$ cat src/rtl/ap_sched_pkg.sv
// Shared definitions for the ap_start scheduler.
//   ch_state_e : per-channel FSM state
//   MIN_PERIOD : shortest period a channel will run at
//   eff_period : clamps a programmed period to at least MIN_PERIOD
package ap_sched_pkg;

  typedef enum logic [2:0] {
    IDLE,
    WAIT,
    START,
    RUN,
    DONE_OS
  } ch_state_e;

  localparam logic [63:0] MIN_PERIOD = 64'd2;

  // A period of 0 or 1 cannot be honoured by the reload scheme, so it runs as 2.
  function automatic logic [63:0] eff_period(input logic [63:0] p);
    return (p < MIN_PERIOD) ? MIN_PERIOD : p;
  endfunction

endpackage

$ cat src/rtl/ap_start_chan.sv
// One scheduler channel: period counter, ap_ctrl_hs start FSM, one-deep
// pending trigger buffer and saturating dropped-trigger counter.
// Ports:
//   clk_i, rst_i    clock, asynchronous active-high reset
//   en_i            channel enable; low forces IDLE and clears counter/pending
//   one_shot_i      stop in DONE_OS after the first completed run
//   period_i        period value, latched on cfg_load_i
//   cfg_load_i      latch period_i (used at the next counter reload)
//   clr_miss_i      clear miss counter and overrun flag
//   ap_ready_i      core accepted its inputs
//   ap_done_i       core finished
//   ap_start_o      start request (registered)
//   busy_o          state is START or RUN (registered)
//   overrun_o       sticky dropped-trigger flag
//   miss_cnt_o      saturating dropped-trigger count
module ap_start_chan
  import ap_sched_pkg::*;
#(
  parameter int CNT_W      = 32,
  parameter int MISS_W     = 8,
  parameter int DEF_PERIOD = 1000000
) (
  input  logic              clk_i,
  input  logic              rst_i,
  input  logic              en_i,
  input  logic              one_shot_i,
  input  logic [CNT_W-1:0]  period_i,
  input  logic              cfg_load_i,
  input  logic              clr_miss_i,
  input  logic              ap_ready_i,
  input  logic              ap_done_i,
  output logic              ap_start_o,
  output logic              busy_o,
  output logic              overrun_o,
  output logic [MISS_W-1:0] miss_cnt_o
);

  localparam logic [MISS_W-1:0] MISS_MAX = '1;

  ch_state_e         state_q, state_d;
  logic [CNT_W-1:0]  cnt_q, cnt_d;
  logic [CNT_W-1:0]  per_q;
  logic [CNT_W-1:0]  reload;
  logic              pend_q, pend_d;
  logic              ovr_q, ovr_d;
  logic [MISS_W-1:0] miss_q, miss_d;
  logic              start_q, busy_q;
  logic              active, tick, done_evt, drop;

  assign reload   = CNT_W'(eff_period(64'(per_q)) - 64'd1);
  assign active   = (state_q == START) || (state_q == RUN);
  // The counter free-runs through WAIT/START/RUN so ticks stay on a fixed
  // grid regardless of how long the core takes.
  assign tick     = (active || (state_q == WAIT)) && (cnt_q == '0);
  // Ready and done in the same START cycle completes the whole handshake.
  assign done_evt = (state_q == START) ? (ap_ready_i && ap_done_i)
                                       : ((state_q == RUN) && ap_done_i);

  always_comb begin
    state_d = state_q;
    cnt_d   = cnt_q;
    pend_d  = pend_q;
    drop    = 1'b0;
    if (!en_i) begin
      state_d = IDLE;
      cnt_d   = '0;
      pend_d  = 1'b0;
    end else begin
      case (state_q)
        IDLE: begin
          state_d = WAIT;
          cnt_d   = reload;
        end
        WAIT: begin
          if (tick) begin
            state_d = START;
            cnt_d   = reload;
          end else begin
            cnt_d = cnt_q - 1'b1;
          end
        end
        START, RUN: begin
          cnt_d = tick ? reload : cnt_q - 1'b1;
          if (done_evt) begin
            if (one_shot_i) begin
              state_d = DONE_OS;
              pend_d  = 1'b0;
            end else if (pend_q) begin
              // Serve the buffered trigger; a tick landing now refills it.
              state_d = START;
              pend_d  = tick;
            end else if (tick) begin
              state_d = START;
            end else begin
              state_d = WAIT;
            end
          end else begin
            if ((state_q == START) && ap_ready_i) state_d = RUN;
            if (tick) begin
              if (pend_q) drop = 1'b1;
              else        pend_d = 1'b1;
            end
          end
        end
        DONE_OS: state_d = DONE_OS;
        default: state_d = IDLE;
      endcase
    end
  end

  // A clear coinciding with a drop still records that drop.
  always_comb begin
    if (clr_miss_i) begin
      ovr_d  = drop;
      miss_d = drop ? MISS_W'(1) : '0;
    end else begin
      ovr_d  = ovr_q | drop;
      miss_d = (drop && (miss_q != MISS_MAX)) ? miss_q + 1'b1 : miss_q;
    end
  end

  always_ff @(posedge clk_i or posedge rst_i) begin
    if (rst_i) begin
      state_q <= IDLE;
      cnt_q   <= '0;
      per_q   <= CNT_W'(DEF_PERIOD);
      pend_q  <= 1'b0;
      ovr_q   <= 1'b0;
      miss_q  <= '0;
      start_q <= 1'b0;
      busy_q  <= 1'b0;
    end else begin
      state_q <= state_d;
      cnt_q   <= cnt_d;
      if (cfg_load_i) per_q <= period_i;
      pend_q  <= pend_d;
      ovr_q   <= ovr_d;
      miss_q  <= miss_d;
      start_q <= (state_d == START);
      busy_q  <= (state_d == START) || (state_d == RUN);
    end
  end

  assign ap_start_o = start_q;
  assign busy_o     = busy_q;
  assign overrun_o  = ovr_q;
  assign miss_cnt_o = miss_q;

endmodule

$ cat src/rtl/ap_start_scheduler.sv
// Periodic / one-shot ap_start generator for NUM_CH HLS cores using the
// ap_ctrl_hs handshake. Channels are independent copies of ap_start_chan.
// Ports:
//   ap_clk, ap_rst  clock, asynchronous active-high reset
//   ch_en           per-channel enable
//   one_shot        per-channel one-shot mode
//   period          packed periods, channel i at [i*CNT_W +: CNT_W]
//   cfg_load        latch all periods
//   clr_miss        clear all miss counters and overrun flags
//   ap_start        per-core start request
//   ap_ready        per-core input accepted
//   ap_done         per-core finished
//   busy            channel in START or RUN
//   overrun         sticky dropped-trigger flag per channel
//   miss_cnt        packed saturating miss counts, channel i at [i*MISS_W +: MISS_W]
module ap_start_scheduler
  import ap_sched_pkg::*;
#(
  parameter int NUM_CH     = 2,
  parameter int CNT_W      = 32,
  parameter int MISS_W     = 8,
  parameter int DEF_PERIOD = 1000000
) (
  input  logic                     ap_clk,
  input  logic                     ap_rst,
  input  logic [NUM_CH-1:0]        ch_en,
  input  logic [NUM_CH-1:0]        one_shot,
  input  logic [NUM_CH*CNT_W-1:0]  period,
  input  logic                     cfg_load,
  input  logic                     clr_miss,
  output logic [NUM_CH-1:0]        ap_start,
  input  logic [NUM_CH-1:0]        ap_ready,
  input  logic [NUM_CH-1:0]        ap_done,
  output logic [NUM_CH-1:0]        busy,
  output logic [NUM_CH-1:0]        overrun,
  output logic [NUM_CH*MISS_W-1:0] miss_cnt
);

  for (genvar i = 0; i < NUM_CH; i++) begin : g_ch
    ap_start_chan #(
      .CNT_W      (CNT_W),
      .MISS_W     (MISS_W),
      .DEF_PERIOD (DEF_PERIOD)
    ) u_chan (
      .clk_i      (ap_clk),
      .rst_i      (ap_rst),
      .en_i       (ch_en[i]),
      .one_shot_i (one_shot[i]),
      .period_i   (period[i*CNT_W +: CNT_W]),
      .cfg_load_i (cfg_load),
      .clr_miss_i (clr_miss),
      .ap_ready_i (ap_ready[i]),
      .ap_done_i  (ap_done[i]),
      .ap_start_o (ap_start[i]),
      .busy_o     (busy[i]),
      .overrun_o  (overrun[i]),
      .miss_cnt_o (miss_cnt[i*MISS_W +: MISS_W])
    );
  end

endmodule

$ cat config.mk
export PLATFORM = sky130hd
export DESIGN_NAME = ap_start_scheduler
export DESIGN_NICKNAME = d
export VERILOG_FILES = /design/src/rtl/ap_sched_pkg.sv /design/src/rtl/ap_start_chan.sv /design/src/rtl/ap_start_scheduler.sv
export SDC_FILE = /design/constraint.sdc
export NUM_CORES = 1
export LEC_CHECK = 0
export ABC_CLOCK_PERIOD_IN_PS = 11400
export CAP_MARGIN = 10
export CORE_MARGIN = 4
export CORE_UTILIZATION = 35
export CTS_BUF_LIST = sky130_fd_sc_hd__clkbuf_16
export DETAILED_ROUTE_END_ITERATION = 6
export DONT_BUFFER_PORTS = 1
export PLACE_DENSITY = 0.51
export SETUP_SLACK_MARGIN = 0.1
export SYNTH_ARGS = -nofsm -noshare
export SYNTH_HDL_FRONTEND = slang
export SYNTH_SLANG_ARGS = --single-unit
$ cat constraint.sdc
create_clock -name ap_clk -period 11.4 [get_ports ap_clk]
set_input_delay 1.14 -clock ap_clk [delete_from_list [all_inputs] [get_ports ap_clk]]
set_output_delay 1.14 -clock ap_clk [all_outputs]
set_load 0.03 [all_outputs]
==> flow_summary.yaml <==
run_status:
  status: "finished, final reports clean"
die:
  core_area_sq_um: 26280
  ios: 98
  fp-row-count: 59
  die_y_um: 172.0
  dieArea_sq_um: 29600
  die_width_um: 172.0
  start_util_pct: 35.84
synthesis:
  syn_area_per_cell_sq_um: 9.289
  synth_nets: 1096
  synth_flop_cell: "dfrtp_1"
  ys_ff_latch: 158
  ys_types: 79
  yosysWarnings: 0
  seq_area_frac_synth_pct: 42.16
  syn_area_sq_um: 9419
  synth_edf_count: 0
  synthArstFlopShare_pct: 100.0
  syn_inst: 1014
route:
  drtAntennaViolNets: 0
  wl_per_cell_um: 19.83
  drc: 0
  dr.pass1.iters: 7
  routed_wl_um: 26440
  vias_per_cell: 5.947
  drt-initial-drc-count: 786
  num_vias: 7927
critical_path:
  crit_path_start_kind: "register"
  path_max_fanout: 7
  critPathRequiredTime_ps: 11720
  crit_start: "g_ch[1].u_chan.per_q[7]"
  critPathKind: "reg2reg"
  r2r-start: "g_ch[1].u_chan.per_q[7]"
  crit_arrival_ps: 4370
  worstSetupEndpointType: "register"
timing:
  finalSetupTns_ps: 0
  clock_skew_ps: 11.94
  drv_slew: 0
  fin_crit_sh_pct: 35.47
  tightest_slew_ps: 1018
  fmax_mhz: 247.3
  setup_viol: 0
  hold_ws_ps: 534.9
  relSlewSlack_pct: 31.51
  period_minus_slack_ps: 4044
  hold_violations: 0
  grt_setup_unrepaired: "false"
layout:
  fillerInstances: 2652
  drive_above_1_share_pct: 14.43
  final_cell_mix: "dfrtp_1 (144), nor2_1 (89), o21ai_0 (69)"
  final_common_cell: "dfrtp_1"
  synthToLayoutAreaGrowth_pct: 8.489
  final_nets: 1067
  n_antenna_cell: 0
global_route:
  grt.total_usage_pct: 18.08
  grt.overflow.total: 0
  grt_max_degree: 95
  grt_pass1_vias: 7426
  grt_pass1_wl_um: 42830
  grt_antenna_before_repair: 1
clocking:
  cts-resized-gates: 0
  cts.sinks: 158
  htreeDepth: 4
  cts_buffers: 17
  cts_hold_buf: 0
  cts_setup_buffers: 0
  path_clk_slew_ps: 70
  tritoncts: "yes"
  clock_latency_ps: 440
  cts_root_buf: "clkbuf_16"
  clock_tree.buffer_depth: 2
power:
  p_per_area_nw_per_um2: 143.6
  p_leak_nw: 3.867
  ir_drop_uv: 71.80
place:
  gp_congestion: 0.8428
  io_buffer_count: 0
  dp_hpwl_um: 18620
run:
  cap_violations: 0
worst_hold_path:
  worstHoldPathType: "reg2reg"
  min_from: "g_ch[1].u_chan.cnt_q[6]"
## flip-flops by register name (all words and copies together), names as in the netlist
register and count:
g_ch.u_chan.overrun_o 2, g_ch.u_chan.ap_start_o 2, g_ch.u_chan.state_q 6, g_ch.u_chan.cnt_q 64, g_ch.u_chan.busy_o 2, g_ch.u_chan.pend_q 2
g_ch.u_chan.per_q 64, g_ch.u_chan.miss_cnt_o 16
## power by group
| part | internal [W] | switching (W) |
|---|---|---|
| clock | 0.000291 | 0.000270 |
| combinational | 0.0000948 | 0.000134 |
| sequential | 0.000612 | 0.0000658 |
## synthesized netlist by cell type, types with 6 or more instances
cell type	instances	area share (%)
nor2_1	89	3.5
or4_1	18	1.4
o211ai_1	12	0.96
dfstp_2	14	3.9
ha_1	6	0.80
nand2b_1	7	0.46
nor4_1	54	3.6
a22oi_1	8	0.64
dfrtp_1	144	38
xnor2_1	32	3.0
nand2_1	62	2.5
or3_1	17	1.1
o22ai_1	8	0.53
buf_2	6	0.32
nor3_1	62	3.3
a31oi_1	6	0.40
nand3_1	36	1.9
a211oi_1	7	0.56
or2_2	7	0.46
nand4_1	14	0.93
a21oi_1	54	2.9
clkbuf_1	37	1.5
xor2_1	29	2.7
o21ai_0	69	3.7
and3_1	8	0.53
inv_1	20	0.80
o31ai_1	10	0.80
mux2_2	64	7.7
o41ai_1	6	0.56
buf_4	6	0.48
## routing by layer
metal	GRT usage, %	share of wire, %	vias up	routed length [um]
li1	-	-	3779	-
met1	29.37	52	3853	13690
met2	23.64	40	265	10480
met3	4.115	7.2	28	1905
met4	4.648	1.3	2	355
met5	0	0.030	-	8
## cells by family (layout without fill, tap and decap cells)
group / count (synthesis) / count (layout) / share of synthesized area (%)
AO/OA/AOI/OAI: 239 / 239 / 16.62
flip-flops: 158 / 158 / 42.16
adder cells (fa/ha/maj): 6 / 6 / 0.7970
AND/OR/NAND/NOR: 407 / 407 / 23.25
XOR/XNOR: 61 / 61 / 5.672
multiplexers: 66 / 66 / 7.864
buffers and inverters: 77 / 61 / 3.640
## layout make-up
cell class / count / area (sq um) / share of cell area (%)
timing repair buffer: 7 / 52.55 / 0.5143
multi-input combinational: 779 / 5119 / 50.09
inverter: 22 / 87.58 / 0.8571
clock inverter: 15 / 143.9 / 1.408
sequential: 158 / 3971 / 38.86
tap: 335 / 419.2 / 4.102
clock buffer: 17 / 425.4 / 4.163
## path summary, 6_finish.rpt
check | endpoint | slack, ps | depth (start not counted)
max | g_ch[1].u_chan.cnt_q[28] | 7360 | 11
max in group asynchronous | g_ch[0].u_chan.per_q[7] | 9220 | 2
max reg2reg | g_ch[1].u_chan.cnt_q[28] | 7360 | 11
min in group asynchronous | g_ch[1].u_chan.miss_cnt_o[3] | 760 | 1
min reg2reg | g_ch[1].u_chan.cnt_q[6] | 530 | 1
min | g_ch[1].u_chan.cnt_q[6] | 530 | 1
## per-stage QoR
step	std cells	area, sq um	utilization, %	total power, W	worst slack (ps)
after detailed placement	1301	9649	36.72	0.0009131	7426
after floorplan	1014	9419	-	0.0008512	6020
after CTS	1333	10220	38.88	0.001484	7368
after global placement	1301	9649	36.72	0.0009117	7517
after global routing	1333	10220	38.88	0.001546	6886
final	1333	10220	38.88	0.001468	7356
## critical path: stages, from the launching register on
cell      delay, ps
dfrtp_1         420
nor4_1          820
nand4_1         490
nor3_1          430
nand2b_1        200
ha_1            210
nor2b_1         370
and3_1          230
nor4b_1         300
xnor2_1         180
o221ai_1        130
o211a_1         140
(Power assumes the default switching activity.)
